File: src/rtl/scope_frontend_req_capture_pkg.sv
// Shared types for the frontend-request trace capture stage.
// Optional feature macro: SIFIVE_SCOPE_FRONTEND_CAPTURE_TIMESTAMP_EN adds a
// per-entry inter-capture cycle delta.
package scope_frontend_capture_pkg;

   typedef enum logic [1:0] {
      StIdle,
      StArmed,
      StPost,
      StDone
   } cap_state_e;

   localparam int unsigned TS_W       = 16;
   localparam int unsigned ENTRY_PC_W = 32;

   // Canonical entry layout at the default PC width.
`ifdef SIFIVE_SCOPE_FRONTEND_CAPTURE_TIMESTAMP_EN
   typedef struct packed {
      logic [TS_W-1:0]       delta;
      logic [ENTRY_PC_W-1:0] pc;
   } entry_t;
`else
   typedef struct packed {
      logic [ENTRY_PC_W-1:0] pc;
   } entry_t;
`endif

endpackage

File: src/rtl/scope_frontend_req_capture_if.sv
// Probe request and readout handshake bundle for the capture stage.
// Optional feature macro: SIFIVE_SCOPE_FRONTEND_CAPTURE_TIMESTAMP_EN adds rd_delta.
interface scope_frontend_req_capture_if #(
   parameter int unsigned PC_WIDTH = 32
);
   import scope_frontend_capture_pkg::*;

   logic                req_valid;
   logic [PC_WIDTH-1:0] req_pc;
   logic                rd_valid;
   logic                rd_ready;
   logic [PC_WIDTH-1:0] rd_pc;
`ifdef SIFIVE_SCOPE_FRONTEND_CAPTURE_TIMESTAMP_EN
   logic [TS_W-1:0]     rd_delta;

   modport master (output req_valid, req_pc, rd_ready, input rd_valid, rd_pc, rd_delta);
   modport slave  (input req_valid, req_pc, rd_ready, output rd_valid, rd_pc, rd_delta);
`else
   modport master (output req_valid, req_pc, rd_ready, input rd_valid, rd_pc);
   modport slave  (input req_valid, req_pc, rd_ready, output rd_valid, rd_pc);
`endif

endinterface

File: src/rtl/scope_frontend_req_capture_ram.sv
// History storage: flop array, one write port, one asynchronous read port, no reset.
module scope_capture_ram #(
   parameter int unsigned DEPTH = 16,
   parameter int unsigned WIDTH = 32,
   localparam int unsigned PTR_W = $clog2(DEPTH)
) (
   input  logic             clock,
   input  logic             wr_en,
   input  logic [PTR_W-1:0] wr_addr,
   input  logic [WIDTH-1:0] wr_data,
   input  logic [PTR_W-1:0] rd_addr,
   output logic [WIDTH-1:0] rd_data
);

   logic [WIDTH-1:0] mem [DEPTH];

   // Write port; contents intentionally left unreset.
   always_ff @(posedge clock) begin
      if (wr_en) begin
         mem[wr_addr] <= wr_data;
      end
   end

   assign rd_data = mem[rd_addr];

endmodule

File: src/rtl/scope_frontend_req_capture.sv
// Frontend-request trace capture: circular PC history, trigger + post-count
// freeze, oldest-first drain over a valid/ready port.
// Optional feature macro: SIFIVE_SCOPE_FRONTEND_CAPTURE_TIMESTAMP_EN.
module scope_frontend_req_capture
   import scope_frontend_capture_pkg::*;
#(
   parameter int unsigned DEPTH    = 16,
   parameter int unsigned PC_WIDTH = 32,
   localparam int unsigned PTR_W   = $clog2(DEPTH)
) (
   input  logic                        clock,
   input  logic                        reset,
   scope_frontend_req_capture_if.slave bus,
   input  logic                        arm,
   input  logic                        trigger,
   input  logic [PTR_W-1:0]            post_count,
   output logic                        busy,
   output logic                        wrapped,
   output logic [PTR_W:0]              fill
);

`ifdef SIFIVE_SCOPE_FRONTEND_CAPTURE_TIMESTAMP_EN
   localparam int unsigned ENT_W = PC_WIDTH + TS_W;
`else
   localparam int unsigned ENT_W = PC_WIDTH;
`endif
   localparam logic [PTR_W:0] FULL = (PTR_W+1)'(DEPTH);

   cap_state_e       state_q, state_d;
   logic [PTR_W-1:0] wr_ptr_q, wr_ptr_d;
   logic [PTR_W-1:0] rd_ptr_q, rd_ptr_d;
   logic [PTR_W:0]   fill_q, fill_d;
   logic             wrapped_q, wrapped_d;
   logic [PTR_W-1:0] remaining_q, remaining_d;
   logic             cap, rd_valid;
   logic [ENT_W-1:0] wr_data, rd_data;

`ifdef SIFIVE_SCOPE_FRONTEND_CAPTURE_TIMESTAMP_EN
   logic [TS_W-1:0] delta_q, delta_d, delta_cap;

   // Saturating cycle count including the current cycle.
   assign delta_cap = (delta_q == '1) ? delta_q : delta_q + TS_W'(1);
   assign wr_data   = {delta_cap, bus.req_pc};

   // Delta counter restarts on arm and on every capture.
   always_comb begin
      delta_d = delta_cap;
      if (arm || cap) begin
         delta_d = '0;
      end
   end

   // Delta counter register.
   always_ff @(posedge clock) begin
      if (reset) begin
         delta_q <= '0;
      end else begin
         delta_q <= delta_d;
      end
   end

   assign bus.rd_delta = rd_valid ? rd_data[PC_WIDTH +: TS_W] : '0;
`else
   assign wr_data = bus.req_pc;
`endif

   assign rd_valid   = (state_q == StDone) && (fill_q != '0);
   assign bus.rd_valid = rd_valid;
   assign bus.rd_pc  = rd_valid ? rd_data[PC_WIDTH-1:0] : '0;
   assign busy       = (state_q == StArmed) || (state_q == StPost);
   assign wrapped    = wrapped_q;
   assign fill       = fill_q;

   // Next-state logic: arm overrides everything, then capture and readout.
   always_comb begin
      state_d     = state_q;
      wr_ptr_d    = wr_ptr_q;
      rd_ptr_d    = rd_ptr_q;
      fill_d      = fill_q;
      wrapped_d   = wrapped_q;
      remaining_d = remaining_q;
      cap         = 1'b0;
      if (arm) begin
         state_d     = StArmed;
         wr_ptr_d    = '0;
         fill_d      = '0;
         wrapped_d   = 1'b0;
         remaining_d = '0;
      end else begin
         cap = ((state_q == StArmed) || (state_q == StPost)) && bus.req_valid;
         if (cap) begin
            wr_ptr_d = wr_ptr_q + PTR_W'(1);
            if (fill_q == FULL) begin
               wrapped_d = 1'b1;
            end else begin
               fill_d = fill_q + (PTR_W+1)'(1);
            end
         end
         unique case (state_q)
            StIdle: begin
            end
            StArmed: begin
               if (trigger) begin
                  if (post_count == '0) begin
                     state_d  = StDone;
                     rd_ptr_d = wrapped_d ? wr_ptr_d : '0;
                  end else begin
                     state_d     = StPost;
                     remaining_d = post_count;
                  end
               end
            end
            StPost: begin
               if (cap) begin
                  if (remaining_q == PTR_W'(1)) begin
                     state_d  = StDone;
                     rd_ptr_d = wrapped_d ? wr_ptr_d : '0;
                  end
                  remaining_d = remaining_q - PTR_W'(1);
               end
            end
            StDone: begin
               if (fill_q == '0) begin
                  state_d = StIdle;
               end else if (bus.rd_ready) begin
                  rd_ptr_d = rd_ptr_q + PTR_W'(1);
                  fill_d   = fill_q - (PTR_W+1)'(1);
               end
            end
            default: state_d = StIdle;
         endcase
      end
   end

   // Control state registers.
   always_ff @(posedge clock) begin
      if (reset) begin
         state_q     <= StIdle;
         wr_ptr_q    <= '0;
         rd_ptr_q    <= '0;
         fill_q      <= '0;
         wrapped_q   <= 1'b0;
         remaining_q <= '0;
      end else begin
         state_q     <= state_d;
         wr_ptr_q    <= wr_ptr_d;
         rd_ptr_q    <= rd_ptr_d;
         fill_q      <= fill_d;
         wrapped_q   <= wrapped_d;
         remaining_q <= remaining_d;
      end
   end

   scope_capture_ram #(
      .DEPTH (DEPTH),
      .WIDTH (ENT_W)
   ) u_ram (
      .clock   (clock),
      .wr_en   (cap),
      .wr_addr (wr_ptr_q),
      .wr_data (wr_data),
      .rd_addr (rd_ptr_q),
      .rd_data (rd_data)
   );

endmodule

File: src/flat_wrapper.sv
// flat-port wrapper written by rule: the top's interface ports become plain ports
module scope_frontend_req_capture_flat import scope_frontend_capture_pkg::*;
#(
   parameter int unsigned DEPTH    = 16,
   parameter int unsigned PC_WIDTH = 32,
   localparam int unsigned PTR_W   = $clog2(DEPTH)
)
  (clock, reset, arm, trigger, post_count, busy, wrapped, fill, bus_req_valid, bus_req_pc, bus_rd_ready, bus_rd_valid, bus_rd_pc);
  scope_frontend_req_capture_if #(.PC_WIDTH(PC_WIDTH)) bus_i ();
  input  logic clock;
  input  logic reset;
  input  logic arm;
  input  logic trigger;
  input  logic [PTR_W-1:0] post_count;
  output logic busy;
  output logic wrapped;
  output logic [PTR_W:0] fill;
  input wire logic [$bits(bus_i.req_valid)-1:0] bus_req_valid;
  input wire logic [$bits(bus_i.req_pc)-1:0] bus_req_pc;
  input wire logic [$bits(bus_i.rd_ready)-1:0] bus_rd_ready;
  output wire logic [$bits(bus_i.rd_valid)-1:0] bus_rd_valid;
  output wire logic [$bits(bus_i.rd_pc)-1:0] bus_rd_pc;
  assign bus_i.req_valid = bus_req_valid;
  assign bus_i.req_pc = bus_req_pc;
  assign bus_i.rd_ready = bus_rd_ready;
  assign bus_rd_valid = bus_i.rd_valid;
  assign bus_rd_pc = bus_i.rd_pc;
  scope_frontend_req_capture #(.DEPTH(DEPTH), .PC_WIDTH(PC_WIDTH)) u_core (.clock(clock), .reset(reset), .bus(bus_i), .arm(arm), .trigger(trigger), .post_count(post_count), .busy(busy), .wrapped(wrapped), .fill(fill));
endmodule
File: config.mk
export PLATFORM = sky130hd
export DESIGN_NAME = scope_frontend_req_capture_flat
export DESIGN_NICKNAME = d
export VERILOG_FILES = /design/src/rtl/scope_frontend_req_capture_pkg.sv /design/src/rtl/scope_frontend_req_capture_if.sv /design/src/rtl/scope_frontend_req_capture_ram.sv /design/src/rtl/scope_frontend_req_capture.sv /design/src/flat_wrapper.sv
export SDC_FILE = /design/constraint.sdc
export NUM_CORES = 1
export LEC_CHECK = 0
export BUFFER_PORTS_ARGS = -buffer_cell sky130_fd_sc_hd__buf_4
export CAP_MARGIN = 10
export CORE_UTILIZATION = 60
export DETAILED_ROUTE_END_ITERATION = 8
export PLACE_DENSITY_LB_ADDON = 0.25
export SLEW_MARGIN = 20
export SYNTH_ARGS = -nofsm -noshare
export SYNTH_HDL_FRONTEND = slang
export SYNTH_SLANG_ARGS = --single-unit
File: constraint.sdc
create_clock -name clock -period 7.1 [get_ports clock]
set_clock_uncertainty 0.1 [all_clocks]
set_input_delay 0.355 -clock clock [delete_from_list [all_inputs] [get_ports clock]]
set_output_delay 0.355 -clock clock [all_outputs]
set_load 0.03 [all_outputs]
### Yosys cells after proc, flatten, opt, wreduce, memory -nomap -nowiden

Memories as Yosys holds them, arrays and structs flattened. A register that Yosys moved wholly into a read port is not among the register bits.
Index checks and enable logic that the tools add are counted.

* $add $sub $neg: 5
* equal/unequal tests: 17
* multiplexer cells: 34
* bitwise logic cells: 1
* reductions and logical operators: 14

Operators by type and width (count)
* 2-to-1 mux 4 bit: 13
* 2-to-1 mux 32 bit: 1
* 2-to-1 mux 5 bit: 5
* != test 2 bit (second input constant): 8
* != test 3 bit (second input constant): 4
* one-hot mux 4 bit (3 select lines): 1
* AND reduction 5 bit: 2
* adder 4 x 1 -> 4 bit (second input constant): 2
* 2-to-1 mux 1 bit: 8
* 2-to-1 mux 2 bit: 4
* one-hot mux 4 bit (2 select lines): 1
* AND reduction 8 bit: 1
* one-hot mux 2 bit (3 select lines): 1
* adder 5 x 1 -> 5 bit (second input constant): 1
* == test 5 bit (second input constant): 1
* logical NOT 5 bit: 1
* nonzero test 5 bit: 1
* subtractor 5 x 1 -> 5 bit (second input constant): 1
* == test 2 bit (second input constant): 2
* == test 4 x 1 -> 1 bit (second input constant): 1
* logical NOT 4 bit: 1
* AND reduction 4 bit: 1
* nonzero test 4 bit: 1
* subtractor 4 x 1 -> 4 bit (second input constant): 1
* 7 further kinds: 8

* register bits after elaboration: 20
* bits in writable memories: 512
* input port bits: 42
* output and inout bits: 40
* logic and storage cells: 79
* memories kept: 1

Memories
* u_core.u_ram.mem: depth 16, width 32, rd ports 1, clocked after memory_dff 1, write ports 1, line scope_frontend_req_capture_ram.sv:15 `logic [WIDTH-1:0] mem [DEPTH];`

### Longest topological paths before layout

Gate-level depths: netlist (run 1).

* depth in word-level cells: 11
* gate-level depth with buffers: 8
* depth with buffers taken out: 7

### By module

A second synthesis (run 1) with hierarchy kept.

* cells, all modules: 998
* area, all modules: 20709.9 um^2

By module, submodules not included
* scope_capture_ram: instances 1, cells each 806, area each 19194.7 um^2
* scope_frontend_req_capture: instances 1, cells each 192, area each 1515.2 um^2

### Worst setup path before layout (run 1)

Ideal clock, no wire load.

* kind: register -> register
* start point: register u_core.state_q[0]
* end point: memory u_core.u_ram.mem[4][0], enable pin
* data arrival time: 2.910 ns
* required time: 6.579 ns
* path slack: 3.669 ns
* stages on the path, launching flop included: 7
* path buffers: 1
* cell sequence: dfxtp_1 > inv_1 > ha_1 > and2_1 > clkbuf_1 > nand2_1 > nor2_1

* cells in the longest elaborated chain, start to end: 6
* elaborated cells on any way between the ends: 7
* those cells by class: 2 x eq/ne; 3 x mux; 2 x reduce/logical

Ends and longest elaborated chain
* start: declaration: line scope_frontend_req_capture.sv:29 `cap_state_e state_q, state_d;`
* start signal: assignment: line scope_frontend_req_capture.sv:138 `state_q <= StIdle;`
* start signal: assignment: line scope_frontend_req_capture.sv:145 `state_q <= state_d;`
* == test 2 x 1 -> 1 bit / == test 2 bit (equally long branches)
* logical OR 1 bit *
* net busy: line flat_wrapper.sv:15 `output logic busy;`
* logical AND 1 bit *: line scope_frontend_req_capture.sv:90 `cap = ((state_q == StArmed) || (state_q == StPost)) && bus.req_valid;`
* 2-to-1 mux 1 bit *: line scope_frontend_req_capture.sv:83 `if (arm) begin`
* 2-to-1 mux 1 bit *: line scope_frontend_req_capture_ram.sv:19 `if (wr_en) begin`
* 2-to-1 mux 1 bit (not written as such) *: line scope_frontend_req_capture_ram.sv:20 `mem[wr_addr] <= wr_data;`
* end: declaration: line scope_frontend_req_capture_ram.sv:15

The timed path passes the listed nets; every way through them passes the cells marked *.

==> results of run 1 <==
-- cells by family after synthesis --
family                   synth area share (%)
AO/OA/AOI/OAI                            2.32
XOR/XNOR                                0.168
flip-flops                               76.1
multiplexers                             17.0
buffers and inverters                    1.20
adder cells (fa/ha/maj)                 0.840
AND/OR/NAND/NOR                          2.42
-- flip-flops by register name, indices dropped and copies added, names as in the netlist, named ones only --
name	cells
u_core.u_ram.mem	512
u_core.fill	5
u_core.rd_ptr_q	4
u_core.remaining_q	4
u_core.wr_ptr_q	4
u_core.state_q	2
u_core.wrapped	1
-- power breakdown --
group	switching [µW]	internal (µW)	total, µW
sequential	16.8	3470	3490
clock	1120	1500	2610
combinational	111	88.7	199
total	1240	5050	6300
-- tightest hold or removal path, delay by kind of cell --
kind                   cells  cell delay [ns]
AO/OA/AOI/OAI              1             0.16
buffers and inverters      2             0.19
-- metrics by stage --
| stage | cells | cell area (µm²) | power (µW) | hold slack, ns | setup slack, ns |
|---|---|---|---|---|---|
| floorplan | 980 | 20800 | 3650 | 0.354 | 3.67 |
| global placement | 1478 | 22100 | 3730 | 0.397 | 3.66 |
| detailed placement | 1478 | 22100 | 3740 | 0.415 | 3.62 |
| CTS | 1608 | 24100 | 6330 | 0.0643 | 2.99 |
| global route | 1609 | 24100 | 6460 | 0.0977 | 3.16 |
| finish | 1609 | 24100 | 6300 | 0.100 | 3.27 |
-- per-layer routing --
metal,global-route usage (%),vias to the layer above,share of wire (%)
li1,-,4369,-
met1,35.7,5255,41
met2,40.5,438,50
met3,3.65,84,7.1
met4,6.73,2,2.3
met5,0,-,0.030
-- cell type report --
| cell class | count | area, µm² |
|---|---|---|
| Clock buffer | 67 | 1360 |
| Clock inverter | 29 | 255 |
| Fill cell | 2044 | 9780 |
| Inverter | 11 | 41.3 |
| Multi-Input combinational cell | 383 | 4880 |
| Sequential cell | 536 | 15900 |
| Tap cell | 448 | 561 |
| Timing Repair Buffer | 135 | 1130 |
-- worst paths after layout --
| kind | cells past startpoint | start | endpoint | slack (ns) |
|---|---|---|---|---|
| worst max-delay path | 5 | flop | bus_rd_pc[16] | 3.27 |
| worst min-delay path | 3 | arm | u_core.state_q[0] | 0.10 |
| worst max register to register | 6 | u_core.state_q[0] | u_core.u_ram.mem[10][1] | 3.96 |
| worst min register to register | 2 | u_core.rd_ptr_q[0] | flop | 0.43 |
-- synthesized netlist by cell type, types with 10 or more instances --
master,instances,area (µm²)
edfxtp_1,512,15400
a21oi_1,11,55.1
buf_2,11,55.1
buf_1,17,63.8
o22ai_1,32,200
nor2_1,37,139
dfxtp_1,24,480
ha_1,14,175
mux2i_1,65,651
mux4_2,128,2880
nor3_1,10,50.1
inv_1,11,41.3
nand2_1,15,56.3
clkbuf_1,21,78.8
-- timing repair --
action | in CTS | in global routing
endpoints found under the hold margin | 522 | 0
hold buffers | 34 | 0
gates resized for setup | 0 | 0
-- cell usage in the layout (no fill, tap or decap), drive strengths merged, types with 3 or more instances in the layout --
cell type,n
a211oi,6
a21oi,12
a22oi,4
a31oi,3
buf,101
bufinv,4
clkbuf,67
clkinv,21
clkinvlp,3
dfxtp,24
dlygate4sd3,34
edfxtp,512
ha,14
inv,12
mux2i,65
mux4,128
nand2,15
nand3,6
nor2,37
nor2b,4
nor3,10
o21ai,6
o22ai,32
or2,3
or3,3
==> out/results.ini, run 1 <==
[logic_synthesis]
synth_edf_count=512
syn-instance-count=980
syn_area_um2=20800
yosysUniqueCellTypes=55
ys_seq_area_share_pct=76.1
ys_ff_latch=536
synth-async-reset-ratio_pct=0
syn-num-nets=1036
yosysWarnings=0
syn_area_per_cell_um2=21.3
ys.flop_type=edfxtp_1

[worst_setup_path]
worstSetupEndpointType=output pin
crit_path_top_delay_cell=dfxtp_4
worstSetupPathType=flop to output pin
start_kind=flop
cp_top_family=buffers and inverters
arrival_ns=3.37
path_buf_inv=2
critical_path.cell_chain=buf_4, mux4_2, mux2i_1, o22ai_1, buf_4
crit_path_max_fanout=50
slowest_delay_ns=0.89
crit_required_ns=6.64
crit_top_cell=buf_4

[route]
dr.pass1.iters=5
route.vias.total=10100
wire_per_inst_um=26.7
wl_mm=42.9
routed_via_density=6.31
drtIter0Drc=1068
final_antenna_net_count=0
remaining_drc_errors=0

[clock_tree]
cts_tree=built
cts.path.max_buffers=3
cts_sinks=536
cts-root-buf=clkbuf_16
cts_made_buffers=51
clock_latency_ns=0.56
cts_setup_buffers=0
htreeDepth=2
clk_pin_slew_ns=0.06

[timing]
setup-tns-final_ns=0
fin_crit_ns=3.83
fmax_mhz=261
tightest_slew_ns=1.05
report.final.slew_viol_count=0
setup_viol=0
hold_violations=0
rsz0062_at_grt=false
relSlewSlack_pct=30.2
finalCritPeriodShare_pct=53.9

[job]
cap_violations=0

[power_and_ir_drop]
peakVddDrop_mv=0.208
leakage_uw=0.00746
p_per_area_nw_per_um2=261

[global_routing]
overflow=0
grt_max_degree=79
grt_antenna_before_repair=1
grt_first_pass_wirelength_mm=64.4
grt_pass1_vias=10500
grtUsageTotal_pct=24.8

[place]
dp_hpwl_mm=21.4
io_buffers=81
gp_congestion=0.772

[floorplan]
row_count=67
die_h_um=188
start_util_pct=61.6
dieWidth_um=188
fp.coreArea_um2=33900
num_io_pins=82
die_area_um2=35500

[final_layout]
nNetsFinal=1174
area_growth_pct=15.6
insertedDiodeCount=0
drive_gt1_share_pct=28.7
utilization_pct=71.1

[outcome]
status=finished clean

[min_path]
hp-class=primary input to flop

Power figures use the tool's default switching activity.
==> run 2: changes to the inputs <==
- clock period: 7.1 -> 3.57 ns (I/O delays scaled with it)
==> out/results.ini, run 2 (synthesis results as in run 1) <==
[floorplan]
num_io_pins=82  ; unchanged
die_h_um=188  ; unchanged
fp.coreArea_um2=33900  ; unchanged
die_area_um2=35500  ; unchanged
dieWidth_um=188  ; unchanged
row_count=67  ; unchanged
start_util_pct=61.6  ; unchanged

[power_and_ir_drop]
p_per_area_nw_per_um2=531  ; +100%
swShare_pct=19.5  ; -0.24 points
switchingPower_uw=2530  ; +100%
p_comb_share_pct=3.3  ; about the same
peakVddDrop_mv=0.447  ; +120%
intPower_uw=10400  ; +110%
finalPower_uw=13000  ; +110%
pwr-share-seq_pct=53.4  ; -2.0 points
leakage_uw=0.00761  ; +2.0%
clkPwrFrac_pct=43.3  ; +1.8 points

[timing]
relSlewSlack_pct=43.8  ; +14 points
fin_crit_ns=3.44
tightest_slew_ns=0.838  ; -0.209 ns
rsz0062_at_grt=false
finalWorstSetupSlack_ns=0.134  ; -3.14 ns
fmax_mhz=291
finalCritPeriodShare_pct=96.2
setup-tns-final_ns=0  ; unchanged
hold_violations=0  ; unchanged
setup_viol=0  ; unchanged
report.final.slew_viol_count=0  ; unchanged

[place]
dp_hpwl_mm=22.7  ; +6.4%
pre_cts_ws_ns=0.775  ; -2.84 ns
gp_congestion=0.800  ; +3.6%
dp_cells=1492  ; +0.95%
io_buffers=81  ; unchanged

[global_routing]
grt_pass1_vias=10700  ; +1.2%
grt_first_pass_wirelength_mm=64.2  ; -0.45%
grt_antenna_before_repair=0  ; -1
overflow=0  ; unchanged
grtUsageTotal_pct=24.5  ; -0.33 points
grt_max_degree=59  ; -25%

[final_layout]
insertedDiodeCount=0  ; unchanged
nFillCells=1985  ; -2.9%
final_common_cell=edfxtp_1
largest-register=u_core.u_ram.mem
largest_reg_flops=512  ; unchanged
nNetsFinal=1192  ; +1.5%
drive_gt1_share_pct=29.8  ; +1.1 points
area_growth_pct=17.1
fin_cells=1626  ; +1.1%
layout_common_cells=edfxtp_1 (512), mux4_2 (128), buf_4 (108)

[route]
wl_mm=42.3  ; -1.5%
top_layer_used=met4
remaining_drc_errors=0  ; unchanged
final_antenna_net_count=0  ; unchanged
drtIter0Drc=851  ; -20%
wl_met3_mm=2.65  ; -13%
route.met2.wl_mm=21.6  ; +0.97%
wl_met1_mm=17.1  ; -2.1%
dr.pass1.iters=5  ; unchanged
wire_per_inst_um=26.0  ; -2.5%
routed_via_density=6.32  ; +0.17%
route.vias.total=10300  ; +1.2%

[min_path]
min_from=bus_req_valid
hp-class=primary input to flop
holdPathStages=4  ; +1

[worst_setup_path]
start_kind=flop
worstSetupPathType=flop to output pin
cp_top_family=simple AND/OR/NAND/NOR gates
slowest_delay_ns=0.54  ; -0.35 ns
path_buf_inv=4  ; +2
crit_required_ns=3.29  ; -3.35 ns
worstSetupEndpointType=output pin
crit_start=u_core.fill[0]
crit_path_top_delay_cell=nand2b_2
critical_path.cell_chain=inv_1, ha_1, or4b_4, nand2_1, inv_1, nand2b_2, buf_4, o22ai_1, buf_4
cp_num_cells=9  ; +4
crit_path_max_fanout=22  ; -56%
r2r_start=u_core.state_q[0]
arrival_ns=3.16  ; -0.21 ns
rr_worst_depth=5  ; -1

[clock_tree]
clock_latency_ns=0.56  ; about the same
cts-root-buf=clkbuf_16
htreeDepth=2  ; unchanged
clk_pin_slew_ns=0.06  ; about the same
cts_tree=built
cts_sinks=536  ; unchanged
cts.path.max_buffers=3  ; unchanged
cts_made_buffers=51  ; unchanged

[outcome]
status=finished clean

[job]
cap_violations=0  ; unchanged

[run 2: cell count changes in the layout (fill, tap and decap cells not counted), sizes merged]
cell | previous run | this run
clkinv | 21 | 17
buf | 101 | 114
dlygate4sd3 | 34 | 39
bufinv | 4 | 9
clkinvlp | 3 | 1
[run 2: cell type report]
cell class	count	area, µm²	area share (%)
flip-flops and latches	536	15900	65.0
multi-input cells	383	4870	19.9
clock buffers	67	1370	5.60
repair buffers	153	1320	5.41
well taps	448	561	2.30
clock inverters	28	380	1.56
inverters	11	41.3	0.169
[run 2: repair_timing]
item | in CTS | in global routing
gates resized for setup | 0 | 0
endpoints found under the setup margin | 0 | 0
hold endpoints to repair | 526 | 0
buffers inserted | 0 | 0
hold buffers | 39 | 0
[run 2: layer usage]
layer	track usage (%)	vias up
li1	-	4420
met2	41.2	402
met3	3.37	63
met4	6.98	0
met5	0	-
met1	34.1	5388
[run 2: final timing paths]
path / end / slack, ns
hold / removal: u_core.fill[1] / 0.007
hold reg to reg: flop / 0.42
setup reg to reg: u_core.u_ram.mem[7][4] / 0.83
setup / recovery: bus_rd_pc[16] / 0.13
[run 2: tightest hold or removal path, delay by kind of cell]
| kind | cells | cell delay (ns) |
|---|---|---|
| AND/OR/NAND/NOR | 2 | 0.28 |
| AO/OA/AOI/OAI | 1 | 0.06 |
| buffers and inverters | 1 | 0.11 |
[run 2: power groups by stage]
stage               Combinational [µW]  Clock, µW  Sequential, µW
finish                             428       5610            6930
global route                       461       5910            6930
CTS                                431       5670            6930
detailed placement                 391          0            7060
global placement                   382          0            7060
floorplan                          214          0            7050
[run 2: stage by stage]
| step | instance area (µm²) | utilization, % | hold WS, ns |
|---|---|---|---|
| 5_1_grt | 24400 | 72.1 | 0.0446 |
| 2_1_floorplan | 20800 | - | 0.177 |
| 3_3_place_gp | 22300 | 65.7 | 0.332 |
| 3_5_place_dp | 22300 | 65.7 | 0.328 |
| 6_report | 24400 | 72.1 | 0.00732 |
| 4_1_cts | 24400 | 72.1 | 0.00436 |
==> run 3: changes to the inputs <==
- CORE_UTILIZATION: 60 -> 45
- GPL_TIMING_DRIVEN: default -> 0
==> out/results.ini, run 3 (synthesis results as in run 1) <==
[min_path]
hp-class=primary input to flop
whs_endpoint=u_core.state_q[1]
min_from=trigger
holdPathStages=6  ; +2

[final_layout]
drive_gt1_share_pct=29.8  ; +0.031 points
layout_common_cells=edfxtp_1 (512), mux4_2 (128), buf_4 (80)
largest_reg_flops=512  ; unchanged
nFillCells=3456  ; +74%
area_growth_pct=19.6
multi_input_area_um2=4860  ; -0.10%
largest-register=u_core.u_ram.mem
seqCellArea_um2=15900  ; about the same
final_common_cell=edfxtp_1
nNetsFinal=1227  ; +2.9%

[worst_setup_path]
arrival_ns=3.17  ; about the same
crit_path_max_fanout=10  ; -55%
start_kind=flop
crit_required_ns=3.29  ; about the same
worstSetupEndpointType=output pin
rr_endpoint=u_core.u_ram.mem[2][6]
worstSetupPathType=flop to output pin
rr_worst_depth=7  ; +2
crit_start=u_core.fill[0]
r2r_setup_slack_ns=0.45  ; -0.38 ns
r2r_start=u_core.state_q[1]

[timing]
finalCritPeriodShare_pct=96.5  ; +0.22 points
setup_viol=0  ; unchanged
fmax_mhz=290  ; -0.23%
report.final.slew_viol_count=0  ; unchanged
relSlewSlack_pct=30.4  ; -13 points
finalWorstSetupSlack_ns=0.126  ; -0.00780 ns
hold_violations=0  ; unchanged
rsz0062_at_grt=false
tightest_slew_ns=1.04  ; +0.206 ns
fin_crit_ns=3.44  ; +0.00780 ns
timing.hold.ws_ns=0.252  ; +0.245 ns

[power_and_ir_drop]
swShare_pct=20.2  ; +0.69 points
leakage_uw=0.00774  ; +1.7%
clkPwrFrac_pct=42.9  ; -0.4 points
switchingPower_uw=2600  ; +3.0%
peakVddDrop_mv=0.338  ; -25%
pwr-share-seq_pct=53.6  ; +0.2 points
p_per_area_nw_per_um2=518  ; -2.6%
p_comb_share_pct=3.5  ; +0.2 points
intPower_uw=10300  ; -1.3%

[route]
wl_met1_mm=20.1  ; +18%
drtIter0Drc=1013  ; +19%
wire_per_inst_um=25.2  ; -3.3%
final_antenna_net_count=0  ; unchanged
route.vias.total=10400  ; +0.83%
top_layer_used=met4
remaining_drc_errors=0  ; unchanged
wl_mm=45.7  ; +8.2%
routed_via_density=5.69  ; -9.9%
dr.pass1.iters=5  ; unchanged
route.met2.wl_mm=22.2  ; +2.9%
wl_met3_mm=2.63  ; -0.57%

[floorplan]
dieWidth_um=217  ; +15%
num_io_pins=82  ; unchanged
row_count=78  ; +16%
die_h_um=217  ; +15%
fp.coreArea_um2=45600  ; +35%
die_area_um2=47200  ; +33%
start_util_pct=45.7  ; -16 points

[place]
gp_congestion=0.751  ; -6.1%
dp_hpwl_mm=28.2  ; +24%
io_buffers=80  ; -1.2%
pre_cts_ws_ns=0.109  ; -0.666 ns

[clock_tree]
cts-root-buf=clkbuf_16
clk_pin_slew_ns=0.06  ; about the same
htreeDepth=2  ; unchanged
cts_tree=built
cts.path.max_buffers=3  ; unchanged
cts_setup_buffers=0  ; unchanged
cts_made_buffers=54  ; +5.9%
cts_sinks=536  ; unchanged
clock_latency_ns=0.59  ; +0.03 ns

[global_routing]
grt_pass1_vias=10800  ; +1.0%
grt_max_degree=19  ; -68%
grt_first_pass_wirelength_mm=67.5  ; +5.3%
grtUsageTotal_pct=19.8  ; -4.7 points
overflow=0  ; unchanged
grt_antenna_before_repair=1  ; +1

[outcome]
status=finished clean

[job]
cap_violations=0  ; unchanged

## run 3: changes by cell type in the layout (fill, tap and decap cells not counted), moves of 5 or more
| cell | previous run | this run |
|---|---|---|
| clkbuf_16 | 52 | 57 |
| buf_2 | 0 | 17 |
| bufinv_16 | 9 | 4 |
| clkbuf_1 | 14 | 32 |
| clkbuf_4 | 0 | 6 |
| buf_16 | 0 | 10 |
| buf_4 | 108 | 80 |
## run 3: worst max-delay path, cell delays in order, from the launching register on
cell     delay, ns
dfxtp_1       0.35
inv_1         0.10
ha_1          0.26
or4b_4        0.52
nand2_1       0.11
inv_1         0.10
nand2_1       0.25
buf_2         0.39
o22ai_1       0.24
buf_4         0.23
## run 3: worst max-delay path by stage
| stage | slack (ns) | to | cells after the start |
|---|---|---|---|
| global placement | -1.68 | u_core.u_ram.mem[8][22] | 6 |
| global route | 0.02 | bus_rd_pc[2] | 9 |
| CTS | 0.001 | bus_rd_pc[13] | 6 |
| detailed placement | 0.11 | bus_rd_pc[2] | 7 |
| finish | 0.13 | bus_rd_pc[7] | 9 |
| floorplan | 0.14 | u_core.u_ram.mem[4][0] | 6 |
## run 3: what timing repair did
item                                   4_1_cts  5_1_grt
endpoints found under the hold margin      527        0
hold buffers                                41        0
resized for setup                           32       18
setup endpoints to repair                   31       26
## run 3: stage by stage
step / cell area (µm²) / util [%] / std cells / setup TNS [ns] / power, µW
finish: 24900 / 54.7 / 1819 / 0 / 12900
CTS: 24900 / 54.6 / 1817 / 0 / 13000
floorplan: 20800 / - / 980 / 0 / 7270
detailed placement: 22700 / 49.8 / 1676 / 0 / 7460
global placement: 22200 / 48.7 / 1660 / -702.93 / 7440
global route: 24900 / 54.7 / 1818 / 0 / 13300
## run 3: power by group through the flow
stage / Clock [µW] / Combinational [µW] / Sequential (µW)
2_1_floorplan: 0 / 214 / 7050
3_3_place_gp: 0 / 396 / 7050
3_5_place_dp: 0 / 414 / 7050
4_1_cts: 5640 / 449 / 6920
5_1_grt: 5860 / 484 / 6920
6_report: 5540 / 445 / 6920
## run 3: layer usage
| metal | vias to the layer above | track usage (%) |
|---|---|---|
| li1 | 4497 | - |
| met1 | 5484 | 28.0 |
| met2 | 311 | 32.1 |
| met3 | 66 | 3.65 |
| met4 | 0 | 4.65 |
| met5 | - | 0 |
## run 3: layout make-up
cell class	count	area share [%]
Multi-Input combinational cell	383	19.5
Tap cell	600	3.01
Sequential cell	536	63.6
Timing Repair Buffer	137	5.64
Antenna cell	2	0.0201
Buffer	48	1.06
Clock buffer	72	5.95
Clock inverter	30	1.02
Inverter	11	0.166
